## src/rtl/pc_stack_if.sv

```systemverilog
// pc_stack_if: prefetch <-> pc_stack bundle.
// master (prefetch side): drives instr_addr, pc_l, isp_push, isp_pop, itr;
//   sees addr, flush, itr_act, depth, ovf, unf.
// slave (pc_stack side): the mirror image of master.
interface pc_stack_if #(
    parameter int MINSTW = 8,
    parameter int SPW    = 4
);
    logic [MINSTW-1:0] instr_addr;
    logic              pc_l;
    logic              isp_push;
    logic              isp_pop;
    logic              itr;
    logic [MINSTW-1:0] addr;
    logic              flush;
    logic              itr_act;
    logic [SPW-1:0]    depth;
    logic              ovf;
    logic              unf;

    modport master (
        output instr_addr, pc_l, isp_push, isp_pop, itr,
        input  addr, flush, itr_act, depth, ovf, unf
    );

    modport slave (
        input  instr_addr, pc_l, isp_push, isp_pop, itr,
        output addr, flush, itr_act, depth, ovf, unf
    );
endinterface

```

## src/rtl/pc_stack.sv

```systemverilog
// pc_stack: program counter plus hardware return-address stack.
// Ports: clk, rst (sync, active-high), bus (pc_stack_if.slave):
//   in  instr_addr, pc_l, isp_push, isp_pop, itr
//   out addr, flush, itr_act, depth, ovf, unf
module pc_stack #(
    parameter int MINSTW = 8,
    parameter int SDEPTH = 8,
    parameter int SPW    = $clog2(SDEPTH + 1)
) (
    input  logic       clk,
    input  logic       rst,
    pc_stack_if.slave  bus
);

    localparam int IW = (SDEPTH > 1) ? $clog2(SDEPTH) : 1;
    localparam logic [SPW-1:0] FULL = SPW'(SDEPTH);
    localparam logic [SPW-1:0] ONE  = SPW'(1);

    // tag = 1 marks an entry pushed by interrupt entry
    typedef struct packed {
        logic              tag;
        logic [MINSTW-1:0] a;
    } ent_t;

    ent_t              stack_q [SDEPTH];

    logic [MINSTW-1:0] addr_q, addr_d;
    logic [SPW-1:0]    depth_q, depth_d;
    logic [SPW-1:0]    icnt_q, icnt_d;
    logic              flush_q, flush_d;
    logic              itr_act_q, itr_act_d;
    logic              ovf_q, ovf_d;
    logic              unf_q, unf_d;

    logic              we;
    ent_t              wr_ent;
    ent_t              rd_ent;
    logic [IW-1:0]     wr_idx;
    logic [IW-1:0]     rd_idx;
    logic              full;
    logic              empty;
    logic [MINSTW-1:0] seq_addr;

    // pc_l only qualifies the other controls upstream; nothing here needs it
    logic              unused_pc_l;
    assign unused_pc_l = bus.pc_l;

    assign full     = (depth_q == FULL);
    assign empty    = (depth_q == '0);
    assign wr_idx   = depth_q[IW-1:0];
    assign rd_idx   = IW'(depth_q - ONE);
    assign rd_ent   = stack_q[rd_idx];
    assign seq_addr = bus.instr_addr + MINSTW'(1);

    // Event priority: itr > isp_pop > isp_push > sequential
    always_comb begin
        addr_d    = seq_addr;
        depth_d   = depth_q;
        icnt_d    = icnt_q;
        flush_d   = 1'b0;
        itr_act_d = itr_act_q;
        ovf_d     = ovf_q;
        unf_d     = unf_q;
        we        = 1'b0;
        wr_ent    = '{tag: 1'b0, a: addr_q};

        if (bus.itr) begin
            itr_act_d = 1'b1;
            if (full) begin
                ovf_d = 1'b1;
            end else begin
                we      = 1'b1;
                wr_ent  = '{tag: 1'b1, a: addr_q};
                depth_d = depth_q + ONE;
                icnt_d  = icnt_q + ONE;
            end
        end else if (bus.isp_pop) begin
            flush_d = 1'b1;
            if (empty) begin
                unf_d  = 1'b1;
                addr_d = '0;
            end else begin
                addr_d  = rd_ent.a;
                depth_d = depth_q - ONE;
                if (rd_ent.tag) begin
                    icnt_d    = icnt_q - ONE;
                    itr_act_d = (icnt_q != ONE);
                end
            end
        end else if (bus.isp_push) begin
            if (full) begin
                ovf_d = 1'b1;
            end else begin
                we      = 1'b1;
                depth_d = depth_q + ONE;
            end
        end
    end

    always_ff @(posedge clk) begin
        if (rst) begin
            addr_q    <= '0;
            depth_q   <= '0;
            icnt_q    <= '0;
            flush_q   <= 1'b0;
            itr_act_q <= 1'b0;
            ovf_q     <= 1'b0;
            unf_q     <= 1'b0;
        end else begin
            addr_q    <= addr_d;
            depth_q   <= depth_d;
            icnt_q    <= icnt_d;
            flush_q   <= flush_d;
            itr_act_q <= itr_act_d;
            ovf_q     <= ovf_d;
            unf_q     <= unf_d;
        end
    end

    // Stack contents are don't-care after reset, so no reset term here
    always_ff @(posedge clk) begin
        if (!rst && we) begin
            stack_q[wr_idx] <= wr_ent;
        end
    end

    assign bus.addr    = addr_q;
    assign bus.depth   = depth_q;
    assign bus.flush   = flush_q;
    assign bus.itr_act = itr_act_q;
    assign bus.ovf     = ovf_q;
    assign bus.unf     = unf_q;

endmodule

```

## src/flat_wrapper.sv

```systemverilog
// flat-port wrapper written by rule: the top's interface ports become plain ports
module pc_stack_flat 
#(
    parameter int MINSTW = 8,
    parameter int SDEPTH = 8,
    parameter int SPW    = $clog2(SDEPTH + 1)
)
  (clk, rst, bus_instr_addr, bus_pc_l, bus_isp_push, bus_isp_pop, bus_itr, bus_addr, bus_flush, bus_itr_act, bus_depth, bus_ovf, bus_unf);
  pc_stack_if #(.MINSTW(MINSTW), .SPW(SPW)) bus_i ();
  input  logic clk;
  input  logic rst;
  input wire logic [$bits(bus_i.instr_addr)-1:0] bus_instr_addr;
  input wire logic [$bits(bus_i.pc_l)-1:0] bus_pc_l;
  input wire logic [$bits(bus_i.isp_push)-1:0] bus_isp_push;
  input wire logic [$bits(bus_i.isp_pop)-1:0] bus_isp_pop;
  input wire logic [$bits(bus_i.itr)-1:0] bus_itr;
  output wire logic [$bits(bus_i.addr)-1:0] bus_addr;
  output wire logic [$bits(bus_i.flush)-1:0] bus_flush;
  output wire logic [$bits(bus_i.itr_act)-1:0] bus_itr_act;
  output wire logic [$bits(bus_i.depth)-1:0] bus_depth;
  output wire logic [$bits(bus_i.ovf)-1:0] bus_ovf;
  output wire logic [$bits(bus_i.unf)-1:0] bus_unf;
  assign bus_i.instr_addr = bus_instr_addr;
  assign bus_i.pc_l = bus_pc_l;
  assign bus_i.isp_push = bus_isp_push;
  assign bus_i.isp_pop = bus_isp_pop;
  assign bus_i.itr = bus_itr;
  assign bus_addr = bus_i.addr;
  assign bus_flush = bus_i.flush;
  assign bus_itr_act = bus_i.itr_act;
  assign bus_depth = bus_i.depth;
  assign bus_ovf = bus_i.ovf;
  assign bus_unf = bus_i.unf;
  pc_stack #(.MINSTW(MINSTW), .SDEPTH(SDEPTH), .SPW(SPW)) u_core (.clk(clk), .rst(rst), .bus(bus_i));
endmodule
```

## config.mk

```make
export PLATFORM = sky130hd
export DESIGN_NAME = pc_stack_flat
export DESIGN_NICKNAME = d
export VERILOG_FILES = /design/src/rtl/pc_stack_if.sv /design/src/rtl/pc_stack.sv /design/src/flat_wrapper.sv
export SDC_FILE = /design/constraint.sdc
export NUM_CORES = 1
export LEC_CHECK = 0
export ABC_CLOCK_PERIOD_IN_PS = 3900
export CAP_MARGIN = 20
export CORE_MARGIN = 2
export CORE_UTILIZATION = 50
export CTS_CLUSTER_SIZE = 25
export DETAILED_ROUTE_END_ITERATION = 10
export PLACE_DENSITY = 0.69
export SLEW_MARGIN = 15
export SYNTH_ARGS = -nofsm -noshare
export SYNTH_HDL_FRONTEND = slang
export SYNTH_SLANG_ARGS = --single-unit
```

## constraint.sdc

```tcl
create_clock -name clk -period 3.9 [get_ports clk]
set_clock_uncertainty 0.1 [all_clocks]
set_input_delay 0.78 -clock clk [delete_from_list [all_inputs] [get_ports clk]]
set_output_delay 0.78 -clock clk [all_outputs]
set_load 0.05 [all_outputs]
```

# Word-level counts from Yosys, hierarchy flattened
# Memories as Yosys holds them, arrays and structs flattened.
# Cells that the tools add are included.
[op_classes]
n_addsub = 5
eq_ne = 6
muxes = 30
bitwise = 1
reduce_logical = 13
[op_table]
columns = ["op", "count"]
rows = [
  ["4-bit two-way mux", 10],
  ["8-bit two-way mux", 3],
  ["9-bit two-way mux", 2],
  ["1-bit two-way mux", 15],
  ["4-bit by 1-bit adder with 4-bit output, second input constant", 2],
  ["8-bit by 1-bit adder with 8-bit output, second input constant", 1],
  ["4-bit by 1-bit subtractor with 4-bit output, second input constant", 2],
  ["3-bit AND reduction", 2],
  ["2-bit nonzero test", 3],
  ["4-bit equality test, second input constant", 1],
  ["4-bit logical NOT", 1],
  ["2-bit != test, second input constant", 2],
  ["4-bit by 1-bit != test with 1-bit output, second input constant", 1],
  ["2-bit AND reduction", 2],
  ["4-bit AND reduction", 1],
  ["3-bit != test, second input constant", 1],
  ["3-bit nonzero test", 1],
  ["2-bit by 1-bit != test with 1-bit output, second input constant", 1],
  ["2-bit OR reduction", 1],
  ["1-bit logical AND", 1],
  ["1-bit logical NOT", 1],
  ["1-bit inverter", 1],
]
[word_totals]
regBits = 20
ramBits = 72
input_bits = 14
output_inout_bits = 16
word_cells = 63
mem_count = 1
[memory_table]
columns = ["memory", "depth", "word_bits", "read_ports", "rd_clocked_by_memory_dff", "write_ports", "line_no", "source"]
rows = [
  ["u_core.stack_q", 8, 9, 1, 0, 1, "pc_stack.sv:25", "ent_t stack_q [SDEPTH];"],
]

# Depth between registers and ports, before layout
# Gate-level depths: netlist of the first run.
[logic_depth]
word_depth = 8
mapped_depth = 10
depth_no_buf = 7

# Worst setup path after synthesis of the first run
# No wires, ideal clock.
[synth_path]
path_type = "reg2reg"
startpoint = "reg u_core.depth_q[0], in the netlist u_core.bus.depth[0]"
endpoint = "mem u_core.stack_q[1][0] (netlist bit), enable pin"
setup_ns = 0.387
t_arrival_ns = 2.672
required_ns = 3.413
slack_ns = 0.742
path_stages_with_launch = 10
n_path_buf = 3
period_less_slack_ns = 3.158
path_cell_list = "dfxtp_1 > buf_6 > buf_4 > inv_1 > ha_1 > buf_2 > and3b_1 > nor3_1 > nand2_1 > nor3_1"
[synth_between]
elab_chain_len = 8
[synth_lines]
columns = ["element", "line_no", "source"]
rows = [
  ["start, declared", "pc_stack.sv:28", "logic [SPW-1:0] depth_q, depth_d;"],
  ["start signal, assigned", "pc_stack.sv:111", "depth_q <= depth_d;"],
  ["4-bit equality test", "pc_stack.sv:48", "assign full = (depth_q == FULL);"],
  ["1-bit two-way mux", "pc_stack.sv:69, pc_stack.sv:91", ""],
  ["1-bit two-way mux", "pc_stack.sv:90", "end else if (bus.isp_push) begin"],
  ["1-bit two-way mux", "pc_stack.sv:77", "end else if (bus.isp_pop) begin"],
  ["1-bit two-way mux", "pc_stack.sv:67", "if (bus.itr) begin"],
  ["1-bit logical AND", "pc_stack.sv:122", "if (!rst && we) begin"],
  ["1-bit two-way mux", "pc_stack.sv:122", ""],
  ["1-bit two-way mux (not written as such)", "pc_stack.sv:123", "stack_q[wr_idx] <= wr_ent;"],
  ["end, declared", "pc_stack.sv:25", ""],
]
# Parallel ways exist; a longest one is shown, timed or not.

# Worst setup path in the final report of the first run
[layout_path]
startpoint = "reg u_core.depth_q[2], in the netlist u_core.bus.depth[2]"
endpoint = "out bus_depth[2]"
[layout_lines]
columns = ["element", "line_no", "source"]
rows = [
  ["end, declared", "flat_wrapper.sv:20", "output wire logic [$bits(bus_i.depth)-1:0] bus_depth;"],
]
# No word-level cell between the ends.

==> results of run 1 <==
Yosys cell counts, drive strengths merged:
| cell type | instances | area (um2) |
|---|---|---|
| edfxtp | 72 | 2160 |
| nor2 | 35 | 131 |
| dfxtp | 20 | 400 |
| mux4 | 18 | 409 |
| buf | 16 | 113 |
| mux2 | 8 | 90.1 |
| xnor2 | 8 | 70.1 |
| a21oi | 7 | 35.0 |
| nand2 | 7 | 26.3 |
| ha | 6 | 75.1 |
| inv | 6 | 22.5 |
| nor3 | 6 | 30.0 |
| a22oi | 5 | 37.5 |
| a211oi | 4 | 35.0 |
| clkbuf | 4 | 15.0 |
| xor2 | 4 | 35.0 |
| a221oi | 3 | 32.5 |
| and2 | 3 | 18.8 |
| and3 | 3 | 18.8 |
| nand3 | 3 | 15.0 |
| nand2b | 2 | 12.5 |
| nand3b | 2 | 15.0 |
| nor2b | 2 | 12.5 |
| o31ai | 2 | 28.8 |
| or3 | 2 | 12.5 |
| a21boi | 1 | 18.8 |
| and3b | 1 | 8.76 |
| mux2i | 1 | 10.0 |
| nand4 | 1 | 6.26 |
| nand4b | 1 | 8.76 |
| nor4 | 1 | 6.26 |
| nor4b | 1 | 8.76 |
| o211a | 1 | 10.0 |
| o21ai | 1 | 5.00 |
| o22ai | 1 | 6.26 |
| o2bb2ai | 1 | 8.76 |
| o32ai | 1 | 8.76 |
| or2 | 1 | 8.76 |
| or3b | 1 | 8.76 |
| or4 | 1 | 7.51 |
cells in the final DEF, fill, tap and decap left out, types with 2 or more instances in the layout:
master / count
a21oi_1: 7
clkdlybuf4s50_1: 28
dfxtp_1: 20
nand3b_1: 2
nand2_1: 7
a211oi_1: 3
inv_1: 6
a221oi_1: 2
xnor2_1: 8
nor2_1: 35
nand3_1: 3
clkbuf_8: 9
xor2_1: 4
mux2_2: 8
or3_1: 2
nor2b_1: 2
a22oi_1: 5
nand2b_1: 2
and3_1: 3
clkinvlp_4: 2
and2_1: 3
ha_1: 6
clkbuf_1: 2
edfxtp_1: 72
nor3_1: 6
buf_4: 15
mux4_2: 17
routing by layer:
metal  GRT usage (%)  up-vias
met4            7.84        0
met2            30.7       52
met1            27.4     1118
met5               0        -
li1                -     1060
met3            3.46        9
through the flow:
step	hold WS, ns	total power, mW	area (um2)	util (%)	cells
floorplan	0.380	1.60	3990	-	263
global placement	0.354	1.74	4380	56.7	388
detailed placement	0.363	1.74	4380	56.7	388
CTS	0.384	2.30	4550	58.8	404
global route	0.425	2.39	4550	58.8	404
finish	0.372	2.29	4550	58.8	404
power groups by stage:
stage | Combinational [mW] | Clock, mW | Sequential, mW
after floorplan | 0.389 | 0 | 1.21
after global placement | 0.541 | 0 | 1.20
after global routing | 0.589 | 0.614 | 1.19
after detailed placement | 0.542 | 0 | 1.20
after CTS | 0.547 | 0.578 | 1.18
final | 0.544 | 0.568 | 1.18
flip-flops by register name, indices dropped and copies added (netlist names):
signal	flops
u_core.stack_q	72
u_core.bus.flush	1
u_core.bus.itr_act	1
u_core.icnt_q	4
u_core.bus.unf	1
u_core.bus.addr	8
u_core.bus.ovf	1
u_core.bus.depth	4
layout make-up:
cell class / instances / area [um2]
sequential: 92 / 2560
multi-input combinational: 145 / 1270
clock buffer: 11 / 131
fill: 588 / 3180
inverter: 6 / 22.5
clock inverter: 5 / 37.5
tap: 102 / 128
timing repair buffer: 43 / 393
worst max-delay path by stage:
stage	cells after the start	start	endpoint
floorplan	9	u_core.bus.depth[0]$_SDFFE_PP0P_	u_core.stack_q[1][0]$_DFFE_PP_
global placement	7	bus_isp_pop	u_core.stack_q[7][0]$_DFFE_PP_
detailed placement	7	bus_isp_pop	u_core.stack_q[7][0]$_DFFE_PP_
CTS	2	u_core.bus.depth[0]$_SDFFE_PP0P_	bus_depth[0]
global route	1	u_core.bus.depth[2]$_SDFFE_PP0P_	bus_depth[2]
finish	1	u_core.bus.depth[2]$_SDFFE_PP0P_	bus_depth[2]
cells by family (layout without fill, tap and decap cells):
group	after synthesis	count (layout)	synth area share, %
flops	92	92	64.3
simple gates	73	73	8.95
buf+inv	26	65	3.77
compound gates	27	27	5.68
mux	27	27	12.8
fa+ha+maj	6	6	1.88
xor+xnor	12	12	2.64
==> run_results.csv, run 1 <==
group,metric,value,unit
placement,numPortBuffers,28,
clock_tree,cts.htree.levels,3,
yosys,syn_nets,283,
power,pwr-share-comb,23.8,%
worst_setup_path,rr_worst_depth,7,
final_layout,fin_nets,317,
timing,fin_ws,1.04,ns
worst_setup_path,cp.arrival,1.98,ns
floorplanning,die_h,93.3,um
timing,slew_viol_final,0,
clock_tree,cts-buffers-inserted,9,
timing,tightest_slew,0.944,ns
drt,viasPerCell,5.54,
power,swShare,29.7,%
timing,rsz0062_at_grt,"false",
drt,wl_per_cell,19.4,um
drt,dr_wl_met3,369,um
worst_setup_path,worstPathMaxFanout,20,
clock_tree,clk_pin_slew,0.09,ns
yosys,synth.avg_cell_area,15.2,um2
global_routing,grt_pass1_vias,2278,
worst_setup_path,regToRegSetupSlack,1.15,ns
clock_tree,clock_sinks,92,
power,vdd_drop_max,0.264,mV
placement,pre_cts_slack,0.795,ns
power,p_clk_share,24.8,%
timing,hold_violations,0,
timing,fin_crit,2.86,ns
worst_setup_path,crit_family,"buffers and inverters",
worst_setup_path,endpoint_kind,"output pin",
worst_setup_path,critical_path_class,"register to output pin",
global_routing,antenna_found_initial,0,
hold_path,hold_start,"u_core.bus.ovf$_SDFFE_PP0P_",
timing,setup_violations,0,
drt,drt-total-wl,7830,um
worst_setup_path,required,3.02,ns
floorplanning,dieArea,0.00870,mm2
placement,hpwl,5200,um
timing,fin_crit_sh,73.3,%
drt,vias,2239,
clock_tree,root_buffer,"clkbuf_8",
worst_setup_path,r2r_start,"u_core.bus.depth[1]$_SDFFE_PP0P_",
yosys,yosysSeqAreaShare,64.3,%
job,drv_cap,0,
worst_setup_path,crit_buf_inv,1,
power,power_frac_seq,51.4,%
clock_tree,cts_tree,"done",
timing,tns,0,ns
drt,top_layer,"met4",
hold_path,min_to,"u_core.bus.ovf$_SDFFE_PP0P_",
drt,firstDrtPassIters,4,
clock_tree,clock_latency,0.36,ns
clock_tree,post-cts-setup-buffers,0,
yosys,synthesis.area,0.00399,mm2
worst_setup_path,cp_cell_sequence,"clkdlybuf4s50_1",
worst_setup_path,timing.rr.end,"u_core.stack_q[7][4]$_DFFE_PP_",
floorplanning,start_util,51.6,%
yosys,syn_inst,263,
floorplanning,rows,32,
global_routing,grt_pass1_wl,12400,um
global_routing,gr-total-overflow,0,
worst_setup_path,start_kind,"register",
power,intPower,1.61,mW
drt,wl_met1,3540,um
clock_tree,cts_resized,0,
drt,drc_errors,0,
hold_path,hp-class,"register to register",
yosys,synth.distinct_cells,47,
drt,drtAntennaViolNets,0,
yosys,ys_seq_elements,92,
timing,slew-limit-headroom,36.9,%
floorplanning,die_x,93.3,um
power,p_leak,1.55,nW
global_routing,grt_max_degree,25,
final_layout,drive_gt1_share,19.5,%
power,switching_power,0.681,mW
final_layout,n_antenna_cell,0,
clock_tree,cts_buffer_depth,2,
power,powerDensity,503,mW/mm2
worst_setup_path,cp_slowest_cell,"clkdlybuf4s50_1",
worst_setup_path,cpPeakStageDelay,0.92,ns
status,status,"finished, final reports clean",
timing,max_clock_freq,350,MHz
drt,drt-initial-drc-count,178,
yosys,yosys_warnings,0,
floorplanning,ios,30,
placement,gp_congestion,0.795,
clock_tree,cts_hold_buf,0,
floorplanning,core_region_area,0.00773,mm2
global_routing,grt_usage,19.6,%
final_layout,syn2layout_area_growth,14.1,%
drt,met2_length,3800,um
hold_path,holdPathStages,2,
Note: power is estimated with default switching activity, not from simulation.
==> inputs of run 2 (changes only) <==
ABC_CLOCK_PERIOD_IN_PS = 2300   (was 3900)
PLACE_DENSITY = 0.72   (was 0.69)
clock period = 2.3 ns   (was 3.9 ns; I/O delays follow)
==> run 2 against run 1 <==
Compared with the run above:
- design area increased by 8.1%
- sequential share of layout area decreased by 4.1 points
- routed wire length decreased by 0.27%
- register-to-register slack got worse by 1.0 ns
- critical endpoint is now u_core.stack_q[7][5]$_DFFE_PP_
- count of clock-buffer cells in the layout decreased by 2
- critical path depth increased by 7
- global-route usage decreased by 0.18 points
- sequential power increased by 69%
- combinational power increased by 95%
- clock power increased by 110%
- via count increased by 2.5%
==> run_results.csv, run 2 (synthesis results as in run 1) <==
group,metric,value,unit
clock_tree,cts-buffers-inserted,9,
worst_setup_path,crit_buf_inv,3,
worst_setup_path,crit_family,"simple AND/OR/NAND/NOR gates",
final_layout,fin_nets,335,
power,intPower,3.04,mW
timing,tns,0,ns
final_layout,final-seq-area,0.00257,mm2
worst_setup_path,start_kind,"register",
worst_setup_path,required,2.27,ns
worst_setup_path,cp_slowest_cell,"dfxtp_4",
final_layout,top_register,"u_core.stack_q",
global_routing,grt_usage,19.4,%
hold_path,hp-class,"register to register",
drt,drtAntennaViolNets,0,
final_layout,multi_input_area,0.00137,mm2
worst_setup_path,endpoint_kind,"register",
clock_tree,cts.htree.levels,3,
final_layout,stdcell_count,422,
placement,dp.cells,405,
worst_setup_path,cpPeakStageDelay,0.43,ns
floorplanning,die_h,93.3,um
floorplanning,die_x,93.3,um
power,p_leak,1.74,nW
drt,drc_errors,0,
final_layout,drive_gt1_share,30.3,%
timing,fin_crit,2.18,ns
placement,gp_congestion,0.792,
drt,drt-total-wl,7810,um
drt,wl_per_cell,18.5,um
worst_setup_path,cp_common_cell,"buf_12",
timing,setup_violations,0,
drt,drt-initial-drc-count,116,
power,vdd_drop_max,0.447,mV
drt,firstDrtPassIters,4,
drt,wl_met1,3470,um
hold_path,holdPathStages,2,
worst_setup_path,critical_path_class,"register to register",
power,p_clk_share,28.1,%
power,power.total,4.24,mW
status,status,"finished, final reports clean",
final_layout,layout_commonest_cell,"edfxtp_1",
power,pwr-share-comb,25.0,%
clock_tree,clock_latency,0.36,ns
global_routing,antenna_found_initial,0,
timing,tightest_slew,0.574,ns
drt,viasPerCell,5.44,
placement,numPortBuffers,28,
final_layout,n_antenna_cell,0,
floorplanning,dieArea,0.00870,mm2
timing,slew_viol_final,0,
clock_tree,cts_hold_buf,0,
timing,max_clock_freq,459,MHz
floorplanning,core_region_area,0.00773,mm2
clock_tree,clk_pin_slew,0.10,ns
worst_setup_path,path_depth,8,
global_routing,grt_max_degree,21,
floorplanning,ios,30,
clock_tree,cts_buffer_depth,2,
timing,fin_ws,0.122,ns
global_routing,grt_pass1_vias,2391,
global_routing,grt_pass1_wl,12400,um
final_layout,syn2layout_area_growth,23.3,%
drt,dr_wl_met3,272,um
power,power_frac_seq,46.9,%
clock_tree,root_buffer,"clkbuf_8",
clock_tree,cts_tree,"done",
clock_tree,clock_sinks,92,
timing,fin_crit_sh,94.7,%
timing,slew-limit-headroom,61.6,%
floorplanning,start_util,51.6,%
placement,pre_cts_slack,-0.100,ns
worst_setup_path,worstPathMaxFanout,9,
final_layout,mostFrequentLayoutCells,"72 x edfxtp_1, 29 x nor2_1, 29 x buf_4",
global_routing,gr-total-overflow,0,
timing,hold_violations,0,
drt,met2_length,3900,um
floorplanning,rows,32,
final_layout,largest_register_ffs,72,
power,powerDensity,863,mW/mm2
drt,vias,2296,
placement,hpwl,5470,um
worst_setup_path,cp_cell_sequence,"inv_1 -> ha_4 -> and3b_2 -> nor3_4 -> nand2_2 -> buf_12 -> nor2_4 -> buf_12",
power,switching_power,1.20,mW
drt,top_layer,"met4",
power,swShare,28.4,%
final_layout,num-fill-cells,565,
job,drv_cap,0,
worst_setup_path,cp.arrival,2.14,ns
timing,rsz0062_at_grt,"false",
worst_setup_path,rr_worst_depth,8,
## run 2: cell count changes in the layout (fill, tap and decap cells not counted), moves of 3 or more
cell and delta:
buf_12 +6, buf_4 +14, clkdlybuf4s50_1 -6, nor2_1 -6
nor2_4 +4, nor3_1 -3, nor3_4 +3
## run 2: power groups by stage
stage          registers [mW]  clock network (mW)  logic [mW]
2_1_floorplan            2.07                   0       0.727
3_3_place_gp             2.02                   0        1.04
3_5_place_dp             2.03                   0        1.06
4_1_cts                  1.99                1.21        1.06
5_1_grt                  2.00                1.27        1.14
6_report                 1.99                1.19        1.06
## run 2: worst min-delay path, cell delays in order, from the launching register on
cell	delay, ns
dfxtp_1	0.34
nor2_1	0.05
nor2_1	0.06
## run 2: final cells by class
cell class	instances	share of cell area [%]
Clock inverter	7	2.04
Tap cell	102	2.60
Inverter	6	0.509
Timing Repair Buffer	61	12.2
Clock buffer	9	2.52
Multi-Input combinational cell	145	27.8
Sequential cell	92	52.3
## run 2: metal layers
layer	vias up	GRT usage, %
met5	-	0
met4	0	7.11
met3	17	3.63
met2	42	32.1
met1	1138	25.7
li1	1099	-
## run 2: what timing repair did
action,CTS,global route
setup endpoints to repair,2,38
pin swaps,0,0
setup buffers,0,1
resized for setup,2,4
cloned,0,0
## run 2: final timing paths
kind	slack [ns]	end	from
min reg2reg	0.38	u_core.bus.ovf$_SDFFE_PP0P_	u_core.bus.ovf$_SDFFE_PP0P_
max reg2reg	0.12	u_core.stack_q[7][5]$_DFFE_PP_	u_core.bus.depth[1]$_SDFFE_PP0P_
max	0.12	u_core.stack_q[7][5]$_DFFE_PP_	u_core.bus.depth[1]$_SDFFE_PP0P_
min	0.38	u_core.bus.ovf$_SDFFE_PP0P_	u_core.bus.ovf$_SDFFE_PP0P_
## run 2: per-stage QoR
step / util (%) / hold WS [ns] / area, um2
2_1_floorplan: - / 0.380 / 4110
3_3_place_gp: 60.3 / 0.355 / 4660
3_5_place_dp: 60.3 / 0.361 / 4660
4_1_cts: 63.2 / 0.385 / 4880
5_1_grt: 63.6 / 0.416 / 4910
6_report: 63.6 / 0.384 / 4910
==> inputs of run 3 (changes only) <==
CORE_UTILIZATION = 56   (was 50)
DONT_BUFFER_PORTS = 1   (was not set)
PLACE_DENSITY = 0.73   (was 0.72)
==> run 3 against run 2 <==
Compared with the run above:
- hold slack lost 0.34 ns
- final cell count shrank 11%
- combinational power shrank 17%
- routed wire length shrank 9.2%
- largest cell class unchanged
- clock power shrank 12%
- setup slack gained 0.034 ns
- critical path depth is the same
- count of clock-buffer cells in the layout is the same
- global-route usage grew 1.3 points
==> run_results.csv, run 3 (synthesis results as in run 1) <==
group,metric,value,unit
final_layout,stdcell_count,376,
placement,numPortBuffers,0,
final_layout,num-fill-cells,526,
timing,tns,0,ns
hold_path,hp-class,"primary input to register",
worst_setup_path,timing.rr.end,"u_core.bus.depth[3]$_SDFFE_PP0P_",
timing,slew_viol_final,0,
timing,setup_violations,0,
drt,drtAntennaViolNets,0,
worst_setup_path,worstPathMaxFanout,11,
worst_setup_path,r2r_start,"u_core.bus.depth[1]$_SDFFE_PP0P_",
timing,tightest_slew,0.727,ns
floorplanning,dieArea,0.00781,mm2
clock_tree,cts_buffer_depth,2,
final_layout,drive_gt1_share,29.6,%
floorplanning,die_h,88.4,um
worst_setup_path,required,2.47,ns
timing,slew-limit-headroom,51.5,%
drt,drc_errors,0,
final_layout,largest_register_ffs,72,
floorplanning,rows,30,
global_routing,gr-total-overflow,0,
clock_tree,clock_sinks,92,
final_layout,n_antenna_cell,0,
worst_setup_path,rr_worst_depth,8,
global_routing,grt_pass1_wl,11400,um
clock_tree,cts-buffers-inserted,9,
placement,gp_congestion,0.740,
power,vdd_drop_max,0.530,mV
worst_setup_path,regToRegSetupSlack,0.16,ns
timing,max_clock_freq,466,MHz
drt,firstDrtPassIters,4,
final_layout,fin_nets,295,
global_routing,antenna_found_initial,0,
worst_setup_path,worstSetupStartpoint,"u_core.bus.depth[1]$_SDFFE_PP0P_",
drt,viasPerCell,5.83,
job,drv_cap,0,
clock_tree,cts.htree.levels,3,
status,status,"finished, final reports clean",
timing,timing.hold.ws,0.0484,ns
floorplanning,die_x,88.4,um
floorplanning,core_region_area,0.00683,mm2
placement,dp.cells,360,
timing,fin_crit_sh,93.2,%
global_routing,grt_usage,20.7,%
clock_tree,root_buffer,"clkbuf_8",
final_layout,final_util,65.0,%
timing,fin_crit,2.14,ns
worst_setup_path,endpoint_kind,"register",
floorplanning,ios,30,
drt,vias,2191,
drt,drt-total-wl,7100,um
final_layout,top_register,"u_core.stack_q",
clock_tree,clock_latency,0.36,ns
drt,drt-initial-drc-count,98,
worst_setup_path,start_kind,"register",
clock_tree,cts_tree,"done",
global_routing,grt_max_degree,22,
floorplanning,start_util,58.3,%
final_layout,mostFrequentLayoutCells,"72 x edfxtp_1, 29 x nor2_1, 21 x buf_4",
global_routing,grt_pass1_vias,2191,
timing,rsz0062_at_grt,"false",
clock_tree,clk_pin_slew,0.10,ns
drt,wl_per_cell,18.9,um
worst_setup_path,cp.arrival,2.31,ns
power,p_leak,1.51,nW
final_layout,layout_commonest_cell,"edfxtp_1",
worst_setup_path,critical_path_class,"register to register",
final_layout,syn2layout_area_growth,11.4,%
power,powerDensity,898,mW/mm2
clock_tree,post-cts-setup-buffers,0,
timing,hold_violations,0,
worst_setup_path,critPathCapture,"u_core.bus.depth[3]$_SDFFE_PP0P_",
power,power.total,3.99,mW
placement,hpwl,4960,um
run 3: cell count changes in the layout (fill, tap and decap cells not counted), moves of 2 or more:
cell,previous run,this run
buf_4,29,21
clkdlybuf4s50_1,22,0
dlygate4sd2_1,2,0
dlymetal6s2s_1,2,0
bufinv_16,2,0
buf_12,6,0
inv_6,0,2
inv_8,1,3
run 3: worst min path at each step:
stage                                        startpoint                                to  slack [ns]  depth (start not counted)
final                                               rst       u_core.bus.ovf$_SDFFE_PP0P_        0.05                          1
after global routing                                rst     u_core.icnt_q[3]$_SDFFE_PP0P_        0.03                          1
after floorplan           u_core.icnt_q[3]$_SDFFE_PP0P_     u_core.icnt_q[3]$_SDFFE_PP0P_        0.38                          2
after CTS                                           rst  u_core.bus.depth[1]$_SDFFE_PP0P_        0.03                          1
after global placement    u_core.icnt_q[3]$_SDFFE_PP0P_     u_core.icnt_q[3]$_SDFFE_PP0P_        0.40                          2
after detailed placement  u_core.icnt_q[3]$_SDFFE_PP0P_     u_core.icnt_q[3]$_SDFFE_PP0P_        0.41                          2
run 3: cell type report:
class / instances / area, um2 / area share [%]
repair buffers: 21 / 158 / 3.55
clock buffers: 9 / 124 / 2.79
flip-flops and latches: 92 / 2570 / 57.9
multi-input cells: 145 / 1370 / 30.8
well taps: 96 / 120 / 2.71
clock inverters: 7 / 76.3 / 1.72
inverters: 6 / 25.0 / 0.564
run 3: routing by layer:
metal | track usage [%] | wire length, um | share of wire, % | vias up
met5 | 0 | 0 | 0 | -
met4 | 7.58 | 138 | 1.9 | 0
met3 | 5.69 | 389 | 5.5 | 12
met2 | 31.9 | 3310 | 47 | 55
met1 | 28.6 | 3260 | 46 | 1102
li1 | - | - | - | 1022
run 3: per-stage QoR:
step	cell area, um2	setup WS, ns
after floorplan	4110	-0.143
after global placement	4230	0.178
after detailed placement	4230	0.120
after CTS	4430	0.103
after global routing	4440	0.0235
final	4440	0.156
run 3: worst max-delay path, stage by stage, from the launching register on:
cell and delay, ns:
dfxtp_4 0.35, inv_1 0.13, ha_4 0.15, buf_4 0.16, or3b_1 0.40, a211oi_4 0.41
a21oi_1 0.09, xnor2_1 0.18, nor2_1 0.06
run 3: repair_timing:
action | in CTS | in global routing
gates resized for setup | 0 | 1
endpoints found under the setup margin | 0 | 4
endpoints found under the hold margin | 0 | 0
hold buffers | 0 | 0
run 3: where the power goes:
group	switching (mW)	internal, mW
Combinational	0.459	0.425
Sequential	0.140	1.91
Clock	0.621	0.434
Total	1.22	2.77
